==> src/rtl/hnd_receiver.sv <==
// hnd_receiver: serial handshake-lane frame receiver.
// Frames are 9 bits, MSB first: start(1), pid[2:0], pid_n[2:0], seqNum, seqNum_n.
// A frame is decoded on the clock edge that samples its last payload bit, so
// every pulse and status update is visible during the CHECK cycle that follows.
// All outputs come straight from flops.
module hnd_receiver #(
  parameter logic [2:0]  PID_READY = 3'b001,
  parameter logic [2:0]  PID_ACK   = 3'b010,
  parameter logic [2:0]  PID_LOST  = 3'b100,
  parameter int unsigned CNT_W     = 4
) (
  input  logic             clk,
  input  logic             rst,
  input  logic             serial_in_h,
  input  logic             game_active,
  output logic             ack_received,
  output logic             ack_seqNum,
  output logic             send_ready_ACK,
  output logic             rx_seqNum,
  output logic             opponent_ready,
  output logic             opponent_lost,
  output logic [CNT_W-1:0] hnd_error_cnt,
  output logic [CNT_W-1:0] acks_received_cnt
);

  typedef enum logic [1:0] {
    ST_IDLE  = 2'd0,
    ST_RECV  = 2'd1,
    ST_CHECK = 2'd2
  } state_t;

  // True when both complement fields are exact inverses of their data fields.
  function automatic logic complement_ok(input logic [2:0] pid, input logic [2:0] pid_n,
                                         input logic seq, input logic seq_n);
    return (pid_n == ~pid) && (seq_n == ~seq);
  endfunction

  // True when the pid is one of the three handshake codes this lane carries.
  function automatic logic pid_known(input logic [2:0] pid);
    return (pid == PID_READY) || (pid == PID_ACK) || (pid == PID_LOST);
  endfunction

  // FSM and payload datapath
  state_t     state_r;
  state_t     state_nxt_s;
  logic [2:0] bit_cnt_r;
  logic [2:0] bit_cnt_nxt_s;
  logic [6:0] shift_r;
  logic [6:0] shift_nxt_s;

  // Frame decode
  logic       frame_done_s;
  logic [7:0] frame_s;
  logic [2:0] pid_s;
  logic [2:0] pid_n_s;
  logic       seq_s;
  logic       seq_n_s;
  logic       valid_s;

  // Output / status registers and their next values
  logic             ack_received_r;
  logic             ack_received_nxt_s;
  logic             ack_seq_r;
  logic             ack_seq_nxt_s;
  logic             send_ready_ack_r;
  logic             send_ready_ack_nxt_s;
  logic             rx_seq_r;
  logic             rx_seq_nxt_s;
  logic             opp_ready_r;
  logic             opp_ready_nxt_s;
  logic             opp_lost_r;
  logic             opp_lost_nxt_s;
  logic [CNT_W-1:0] err_cnt_r;
  logic [CNT_W-1:0] err_cnt_nxt_s;
  logic [CNT_W-1:0] ack_cnt_r;
  logic [CNT_W-1:0] ack_cnt_nxt_s;
  logic             last_seq_r;
  logic             last_seq_nxt_s;

  // State register: FSM state, payload bit counter and shift register.
  always_ff @(posedge clk) begin
    if (rst) begin
      state_r   <= ST_IDLE;
      bit_cnt_r <= 3'd0;
      shift_r   <= 7'd0;
    end else begin
      state_r   <= state_nxt_s;
      bit_cnt_r <= bit_cnt_nxt_s;
      shift_r   <= shift_nxt_s;
    end
  end

  // Next-state logic: start bit detection, payload shifting, CHECK turnaround.
  always_comb begin
    state_nxt_s   = state_r;
    bit_cnt_nxt_s = bit_cnt_r;
    shift_nxt_s   = shift_r;
    case (state_r)
      ST_IDLE: begin
        if (serial_in_h) begin
          state_nxt_s   = ST_RECV;
          bit_cnt_nxt_s = 3'd0;
        end else begin
          state_nxt_s   = ST_IDLE;
        end
      end
      ST_RECV: begin
        // Every RECV cycle consumes one payload bit; a 1 here is never a start bit.
        shift_nxt_s = {shift_r[5:0], serial_in_h};
        if (bit_cnt_r == 3'd7) begin
          state_nxt_s   = ST_CHECK;
          bit_cnt_nxt_s = 3'd0;
        end else begin
          state_nxt_s   = ST_RECV;
          bit_cnt_nxt_s = bit_cnt_r + 3'd1;
        end
      end
      ST_CHECK: begin
        // A start bit here begins a back-to-back frame without losing a bit.
        if (serial_in_h) begin
          state_nxt_s   = ST_RECV;
          bit_cnt_nxt_s = 3'd0;
        end else begin
          state_nxt_s   = ST_IDLE;
        end
      end
      default: begin
        state_nxt_s   = ST_IDLE;
        bit_cnt_nxt_s = 3'd0;
        shift_nxt_s   = 7'd0;
      end
    endcase
  end

  // Output logic: decode the completed frame and compute next output/status values.
  always_comb begin
    frame_done_s = (state_r == ST_RECV) && (bit_cnt_r == 3'd7);
    frame_s      = {shift_r, serial_in_h};
    pid_s        = frame_s[7:5];
    pid_n_s      = frame_s[4:2];
    seq_s        = frame_s[1];
    seq_n_s      = frame_s[0];
    valid_s      = complement_ok(pid_s, pid_n_s, seq_s, seq_n_s) && pid_known(pid_s);

    ack_received_nxt_s   = 1'b0;
    send_ready_ack_nxt_s = 1'b0;
    ack_seq_nxt_s        = ack_seq_r;
    rx_seq_nxt_s         = rx_seq_r;
    opp_ready_nxt_s      = opp_ready_r;
    opp_lost_nxt_s       = opp_lost_r;
    err_cnt_nxt_s        = err_cnt_r;
    ack_cnt_nxt_s        = ack_cnt_r;
    last_seq_nxt_s       = last_seq_r;

    if (frame_done_s) begin
      if (!valid_s) begin
        // Rejected frame: only the saturating error counter moves.
        if (err_cnt_r != {CNT_W{1'b1}}) begin
          err_cnt_nxt_s = err_cnt_r + CNT_W'(1);
        end else begin
          err_cnt_nxt_s = err_cnt_r;
        end
      end else if (pid_s == PID_ACK) begin
        ack_received_nxt_s = 1'b1;
        ack_seq_nxt_s      = seq_s;
        ack_cnt_nxt_s      = ack_cnt_r + CNT_W'(1);
      end else begin
        // READY or LOST: always acknowledged, duplicates included.
        send_ready_ack_nxt_s = 1'b1;
        rx_seq_nxt_s         = seq_s;
        if (seq_s != last_seq_r) begin
          last_seq_nxt_s = seq_s;
          if ((pid_s == PID_READY) && !game_active) begin
            opp_ready_nxt_s = 1'b1;
            opp_lost_nxt_s  = 1'b0;
          end else if ((pid_s == PID_LOST) && game_active) begin
            opp_lost_nxt_s  = 1'b1;
          end else begin
            opp_ready_nxt_s = opp_ready_r;
            opp_lost_nxt_s  = opp_lost_r;
          end
        end else begin
          last_seq_nxt_s = last_seq_r;
        end
      end
    end else begin
      err_cnt_nxt_s = err_cnt_r;
    end

    // A running game always drops the ready flag; a READY cannot set it then.
    if (game_active) begin
      opp_ready_nxt_s = 1'b0;
    end else begin
      opp_ready_nxt_s = opp_ready_nxt_s;
    end
  end

  // Output register: pulses, captured sequence numbers, status levels, counters.
  always_ff @(posedge clk) begin
    if (rst) begin
      ack_received_r   <= 1'b0;
      ack_seq_r        <= 1'b0;
      send_ready_ack_r <= 1'b0;
      rx_seq_r         <= 1'b0;
      opp_ready_r      <= 1'b0;
      opp_lost_r       <= 1'b0;
      err_cnt_r        <= {CNT_W{1'b0}};
      ack_cnt_r        <= {CNT_W{1'b0}};
      last_seq_r       <= 1'b1;
    end else begin
      ack_received_r   <= ack_received_nxt_s;
      ack_seq_r        <= ack_seq_nxt_s;
      send_ready_ack_r <= send_ready_ack_nxt_s;
      rx_seq_r         <= rx_seq_nxt_s;
      opp_ready_r      <= opp_ready_nxt_s;
      opp_lost_r       <= opp_lost_nxt_s;
      err_cnt_r        <= err_cnt_nxt_s;
      ack_cnt_r        <= ack_cnt_nxt_s;
      last_seq_r       <= last_seq_nxt_s;
    end
  end

  assign ack_received      = ack_received_r;
  assign ack_seqNum        = ack_seq_r;
  assign send_ready_ACK    = send_ready_ack_r;
  assign rx_seqNum         = rx_seq_r;
  assign opponent_ready    = opp_ready_r;
  assign opponent_lost     = opp_lost_r;
  assign hnd_error_cnt     = err_cnt_r;
  assign acks_received_cnt = ack_cnt_r;

endmodule

==> config.mk <==
export PLATFORM = sky130hd
export DESIGN_NAME = hnd_receiver
export DESIGN_NICKNAME = d
export VERILOG_FILES = /design/src/rtl/hnd_receiver.sv
export SDC_FILE = /design/constraint.sdc
export NUM_CORES = 1
export LEC_CHECK = 0
export ABC_AREA = 1
export CAP_MARGIN = 10
export CORE_UTILIZATION = 40
export CTS_BUF_LIST = sky130_fd_sc_hd__clkbuf_16
export CTS_CLUSTER_DIAMETER = 50
export DETAILED_ROUTE_END_ITERATION = 8
export HOLD_SLACK_MARGIN = 0.05
export PLACE_DENSITY = 0.6
export SETUP_SLACK_MARGIN = 0.4
export SLEW_MARGIN = 5
export SYNTH_ARGS = -nofsm -noshare
export SYNTH_HDL_FRONTEND = slang
export SYNTH_SLANG_ARGS = --single-unit
==> constraint.sdc <==
create_clock -name clk -period 1.65 [get_ports clk]
set_input_delay 0.33 -clock clk [delete_from_list [all_inputs] [get_ports clk]]
set_output_delay 0.33 -clock clk [all_outputs]
set_load 0.02 [all_outputs]
==> results.md, run 1 <==
* Post-route cell area at around 0.0017 mm²
* Crit Path Class: flop to flop
* CTS tree: yes
* CP peak stage delay at approximately 0.40 ns
* Placed instance area at between 0.001 and 0.0015 mm²
* CTS Buffer Depth at 2
* Die Y at ~57 µm
* Netlist cell types at 22
* Area contributors post-synth: dfxtp_1 44%, nand2_1 16%, a21oi_1 9.0%, nand3_1 5.3%, inv_1 5.2%
* Fillers at between 200 and 300
* Reg2Reg Setup Slack at 0.23 ns
* Layout cell share with drive strength beyond 1 at 39.8%
* Vias in the first global route at between 1000 and 1500
* Final Power at ~0.0013 W
* Syn Std Cell Area at 0.00123 mm²
* Number of I/O pins at 18
* CP bufs+invs at 2
* Die width at approximately 57 µm
* Via-per-instance ratio at 5.00
* Crit path depth at 10
* Worst r2r dst: acks_received_cnt[2]
* Worst skew pair latency at between 0.2 and 0.3 ns
* P_leak at around 0.73 nW
* Main combinational cell family by area after synthesis: simple AND/OR/NAND/NOR gates
* Setup Skew at 0.00258 ns
* Max transition margin at a little under nine tenths
* Remaining Overflow, GRT at 0
* Max-Cap Viols at 0
* Detailed placement HPWL at between 1500 and 2000 µm
* GRT Total Usage at between 10% and 20%
* Crit-path cells: inv_4 -> nand2_1 -> nand2_1 -> nor2_4 -> nand3_2 -> nor2_4 -> nand2_4 -> clkinv_4 -> nand2_1 -> a21oi_2
* Share of the synthesized area in the top cell type at a little over two fifths
* DRC violations left at 2
* Initial DRC Count at 67
* Clock root cell: clkbuf_16
* Synth-to-Final Area Change at 40.2%
* Synth Warn # at 0
* Initial cell density of the core at a little over two fifths
* R2R Path Start: shift_r[4]
* Total power density per cell area at about 760 mW/mm²
* Post-route ant nets at 0
* CTS sink cnt at 27
* Max-slew violation count at 0
* Worst Path Max Fanout at 7
* Hold WC Path Type: flop to flop
* Wire per inst at about 12 µm
* Post-synthesis mux area share at 0%
* CP delay by family, top: simple AND/OR/NAND/NOR gates
* Final GP Congestion at between 0.7 and 0.8
* RSZ-0062 raised after global routing: true
* Syn_nets at around 180
* TritonCTS Buffers at 3
* Sequential element share of the synthesized area at between 40% and 50%
* Max Freq at 705 MHz
* Ys flop type: dfxtp_1
* CP Launch Point: shift_r[4]
* CP endpoint: acks_received_cnt[2]
* Nets at 205
* Drt pass-1 iters at 6
* Synth Area in XOR/XNOR at under 10%
* Mapped Cells at roughly 170
* H-tree levels at 1
* Maximum vdd drop at roughly 0.38 mV
* Top cells by count, synth: 54 x nand2_1, 27 x dfxtp_1, 22 x a21oi_1
* Minimum clock period at approximately 1.4 ns
* Post-synth EDFFs at 0
* FF-to-FF path depth at 10
* Count leader, synth: nand2_1
* First-pass GRT wire length at 4220 µm
* Port bufs at 17
* Simple-Gate Fraction of Synth Area at 29.0%
* Worst path arrival time at approximately 1.6 ns
* Syn_area_per_cell at ~7.3 µm²
* Final std cells w/o fill at about 230
* Area of the die at 0.00330 mm²
* Crit start category: flop
* Critical Path RT at 1.85 ns
* Yosys reg bits at 27
* Inserted Diodes at 0
* Finish-stage setup viols at 0
* Pin count of the biggest net entering global routing at 17
* Status: finished with violations
* Post-CTS Hold Fix Bufs at 0
* Clock transition at path regs at 0.07 ns
* Vias at about 1100
* Failing checks: design-rule violations
* Yosys top cell by area: dfxtp_1
* Final WL at about 2700 µm
* Placed cells at between 200 and 250
* FFs w/ async S/R, synth at 0%
* Final Hold Fails at 0
* Final worst-path cycle share at 86.0%
* Synth Area in Compound Gates at between 10% and 20%
* Slowest cell on the critical path: dfxtp_4
* Tightest Pin Transition at 0.223 ns
* Antenna violations before repair at 0
* Num rows at 19
* Crit path top cell by count: nand2_1
* Core area at 0.00283 mm²
* CP Capture Type: flop
* Adder-cell share of the synthesized area at 4.07%
==> worst register-to-register path, cell delays in order (launching register included) <==
cell      delay, ns
dfxtp_4        0.40
inv_4          0.06
nand2_1        0.05
nand2_1        0.08
nor2_4         0.10
nand3_2        0.10
nor2_4         0.20
nand2_4        0.11
clkinv_4       0.09
nand2_1        0.07
a21oi_2        0.10
==> report_power, final <==
group | internal (W) | leakage [nW] | switching (W)
Combinational | 0.0000309 | 0.466 | 0.0000463
Sequential | 0.000656 | 0.225 | 0.00000728
Clock | 0.000330 | 0.0371 | 0.000232
Total | 0.00102 | 0.729 | 0.000286
==> how the worst min path moves through the flow <==
stage,cells after the start,end,startpoint,slack [ns]
floorplan,2,bit_cnt_r[0],bit_cnt_r[0],0.45
global placement,2,opponent_ready,opponent_ready,0.43
detailed placement,2,opponent_ready,opponent_ready,0.44
CTS,2,opponent_ready,opponent_ready,0.44
global route,2,opponent_ready,opponent_ready,0.48
finish,2,opponent_ready,opponent_ready,0.44
==> layer usage <==
| layer | wire length (µm) | up-vias | track usage, % |
|---|---|---|---|
| met5 | 0 | - | 0 |
| li1 | - | 589 | - |
| met4 | 36 | 0 | 11.1 |
| met1 | 1240 | 517 | 21.0 |
| met3 | 129 | 4 | 2.72 |
| met2 | 1280 | 25 | 26.7 |
==> layout make-up <==
class / count / area (µm²) / area share (%)
clock inverter: 1 / 7.51 / 0.436
timing repair buffer: 28 / 219 / 12.7
multi-input combinational: 116 / 727 / 42.2
tap: 31 / 38.8 / 2.25
sequential: 27 / 564 / 32.8
clock buffer: 3 / 75.1 / 4.36
inverter: 21 / 91.3 / 5.30
==> registers in the layout, summed over array words and instances (netlist names), 2 cells and up <==
signal             cells
acks_received_cnt      4
bit_cnt_r              3
hnd_error_cnt          4
state_r                2
shift_r                7
==> timing repair <==
item | in CTS | in global routing
pin swaps | 10 | 15
buffers inserted | 2 | 5
hold endpoints to repair | 0 | 0
endpoints found under the setup margin | 29 | 24
gates cloned | 0 | 0
resized for setup | 57 | 38
==> metrics by stage <==
stage	hold WS (ns)	setup TNS [ns]	utilization, %	setup WS [ns]
after CTS	0.443	0	57.0	0.276
after global routing	0.479	0	60.9	0.154
after floorplan	0.447	0	-	0.398
after global placement	0.434	-1.09	51.6	-0.125
final	0.437	0	60.9	0.231
after detailed placement	0.435	-1.38	51.6	-0.164
==> placed cells by master (no fill, tap or decap), types with 2 or more instances in the layout <==
| cell type | n |
|---|---|
| a21oi_1 | 14 |
| a21oi_2 | 9 |
| buf_2 | 5 |
| buf_4 | 9 |
| clkbuf_16 | 3 |
| clkbuf_2 | 5 |
| clkdlybuf4s15_2 | 2 |
| clkdlybuf4s50_1 | 2 |
| dfxtp_1 | 14 |
| dfxtp_2 | 10 |
| dfxtp_4 | 3 |
| dlygate4sd2_1 | 2 |
| ha_1 | 2 |
| ha_4 | 2 |
| inv_1 | 15 |
| inv_2 | 2 |
| inv_4 | 3 |
| nand2_1 | 45 |
| nand2_2 | 4 |
| nand2_4 | 6 |
| nand3_1 | 8 |
| nand3_2 | 5 |
| nand4_1 | 2 |
| nor2_1 | 5 |
| nor2_2 | 2 |
| nor2_4 | 2 |
| o21ai_0 | 2 |
| xnor2_1 | 2 |
| xor2_1 | 3 |
==> kinds of logic after synthesis <==
kind of cell | count (synthesis)
flops | 27
simple gates | 82
xor+xnor | 5
compound gates | 25
buf+inv | 26
fa+ha+maj | 4
(Power assumes the default switching activity.)
==> run 2: changes to the inputs <==
CORE_MARGIN = 4   (was default)
CORE_UTILIZATION = 52   (was 40)
PLACE_DENSITY = 0.75   (was 0.6)
==> results.md, run 2 (synthesis results as in run 1) <==
* Antenna violations before repair at 0 (unchanged)
* RSZ-0062 raised after global routing: true
* Finish-stage setup viols at 0 (unchanged)
* Crit path top cell by count: nand2_2
* CP peak stage delay at 0.38 ns (-0.02 ns)
* Inserted Diodes at 0 (unchanged)
* Setup Skew at 0.00188 ns (-0.000700 ns)
* Via-per-instance ratio at 5.25 (+5.0%)
* H-tree levels at 1 (unchanged)
* CP delay by family, top: simple AND/OR/NAND/NOR gates
* Pin count of the biggest net entering global routing at 16 (-1)
* Die Y at 56.6 µm (-1.4%)
* Area of the die at 0.00320 mm² (-2.8%)
* Max-slew violation count at 0 (unchanged)
* Remaining Overflow, GRT at 0 (unchanged)
* Initial DRC Count at 33 (-51%)
* Crit start category: flop
* Final WL at 2900 µm (+8.0%)
* Drt pass-1 iters at 4 (-2)
* Crit-path cells: inv_4 -> nand2_2 -> nand2_2 -> nor2_2 -> nand3_2 -> nor2_4 -> buf_4 -> nand2_2 -> nand2_1 -> nand3_1
* Detailed placement HPWL at 1770 µm (+0.22%)
* Top reg by flops: shift_r
* Status: complete, no violations
* Slowest cell on the critical path: dfxtp_4
* Clock transition at path regs at 0.07 ns (about the same)
* Clock root cell: clkbuf_16
* CP Capture Type: flop
* First-pass GRT wire length at 4750 µm (+13%)
* Multi-input gate area at 711 µm² (-2.2%)
* Worst path arrival time at 1.55 ns (-0.07 ns)
* CTS Buffer Depth at 2 (unchanged)
* Total power density per cell area at 757 mW/mm² (+0.11%)
* Max FFs per register at 7 (unchanged)
* FF+latch area at 564 µm² (unchanged)
* Worst skew pair latency at 0.26 ns (about the same)
* Dpl ws at -0.188 ns (-0.0241 ns)
* Final Power at 0.00129 W (-0.98%)
* Final GP Congestion at 0.807 (+2.1%)
* Commonest non-fill, non-tap cell in the layout: nand2_1
* Max transition margin at 79.9% (-5.2 points)
* Initial cell density of the core at 55.0% (+12 points)
* Final worst-path cycle share at 85.0% (-1.0 points)
* P_leak at 0.720 nW (-1.2%)
* CTS sink cnt at 27 (unchanged)
* Nets at 206 (+0.49%)
* Tightest Pin Transition at 0.300 ns (+0.0775 ns)
* Crit Path Class: flop to flop
* Final Hold Fails at 0 (unchanged)
* Vias in the first global route at 1100 (+9.5%)
* Port bufs at 17 (unchanged)
* Minimum clock period at 1.40 ns (-0.0165 ns)
* Max Freq at 713 MHz (+1.2%)
* DRC violations left at 0 (-2)
* Maximum vdd drop at 0.745 mV (+94%)
* Synth-to-Final Area Change at 38.7%
* Worst Path Max Fanout at 6 (-1)
* Vias at 1181 (+4.1%)
* Post-route ant nets at 0 (unchanged)
* Core area at 0.00223 mm² (-21%)
* CTS tree: yes
* Critical Path RT at 1.80 ns (-0.05 ns)
* Fin worst setup slack at 0.248 ns (+0.0165 ns)
* Max-Cap Viols at 0 (unchanged)
* Layout cell share with drive strength beyond 1 at 40.1% (+0.31 points)
* Wire per inst at 12.9 µm (+9.0%)
* Reg2Reg Setup Slack at 0.25 ns (+0.02 ns)
* Final std cells w/o fill at 225 (-0.88%)
* Num rows at 17 (-2)
* Placed cells at 214 (-0.93%)
* Die width at 56.6 µm (-1.4%)
* GRT Total Usage at 18.2% (+1.3 points)
* Fillers at 169 (-34%)
* Hold WC Path Type: flop to flop
* Most frequent cells in the layout: 40 x nand2_1, 16 x dfxtp_1, 15 x a21oi_1, 15 x inv_1
* CP bufs+invs at 2 (unchanged)
* TritonCTS Buffers at 3 (unchanged)
* Number of I/O pins at 18 (unchanged)
## run 2: worst reg2reg max path, stage by stage (launching register included)
cell and delay, ns:
dfxtp_4 0.38, inv_4 0.05, nand2_2 0.06, nand2_2 0.05, nor2_2 0.12, nand3_2 0.10, nor2_4 0.21, buf_4 0.15
nand2_2 0.06, nand2_1 0.06, nand3_1 0.06
## run 2: path summary, 6_finish.rpt
path,from,to,depth (start not counted)
worst max-delay path,shift_r[4],last_seq_r,10
worst min-delay path,rx_seqNum,rx_seqNum,2
worst max register to register,shift_r[4],last_seq_r,10
worst min register to register,rx_seqNum,rx_seqNum,2
## run 2: power breakdown
group	total [W]	internal, W	switching [W]
registers	0.000662	0.000654	0.00000801
logic	0.0000774	0.0000307	0.0000467
clock network	0.000550	0.000327	0.000223
total	0.00129	0.00101	0.000278
## run 2: timing repair
| item | CTS | global route |
|---|---|---|
| resized for setup | 62 | 28 |
| pin swaps | 7 | 11 |
| buffers inserted | 5 | 2 |
| setup endpoints to repair | 29 | 23 |
| hold endpoints to repair | 0 | 0 |
| hold buffers | 0 | 0 |
## run 2: cell type report
type,instances,area share (%)
sequential,27,33.1
clock buffer,3,4.41
timing repair buffer,29,12.9
tap,28,2.06
multi-input combinational,116,41.7
inverter,21,5.51
clock inverter,1,0.294
## run 2: stage by stage
stage / utilization, % / hold WS (ns) / area [µm²] / setup TNS, ns
after floorplan: - / 0.447 / 1250 / 0
after global placement: 65.5 / 0.434 / 1460 / -0.799
after detailed placement: 65.5 / 0.455 / 1460 / -1.68
after CTS: 74.0 / 0.462 / 1650 / 0
after global routing: 76.3 / 0.472 / 1700 / 0
final: 76.3 / 0.467 / 1700 / 0
## run 2: layer usage
layer | track usage (%) | vias to the layer above | share of wire (%)
met4 | 9.15 | 0 | 1.9
li1 | - | 596 | -
met5 | 0 | - | 0
met2 | 30.9 | 23 | 50
met3 | 2.30 | 6 | 3.0
met1 | 22.2 | 556 | 45
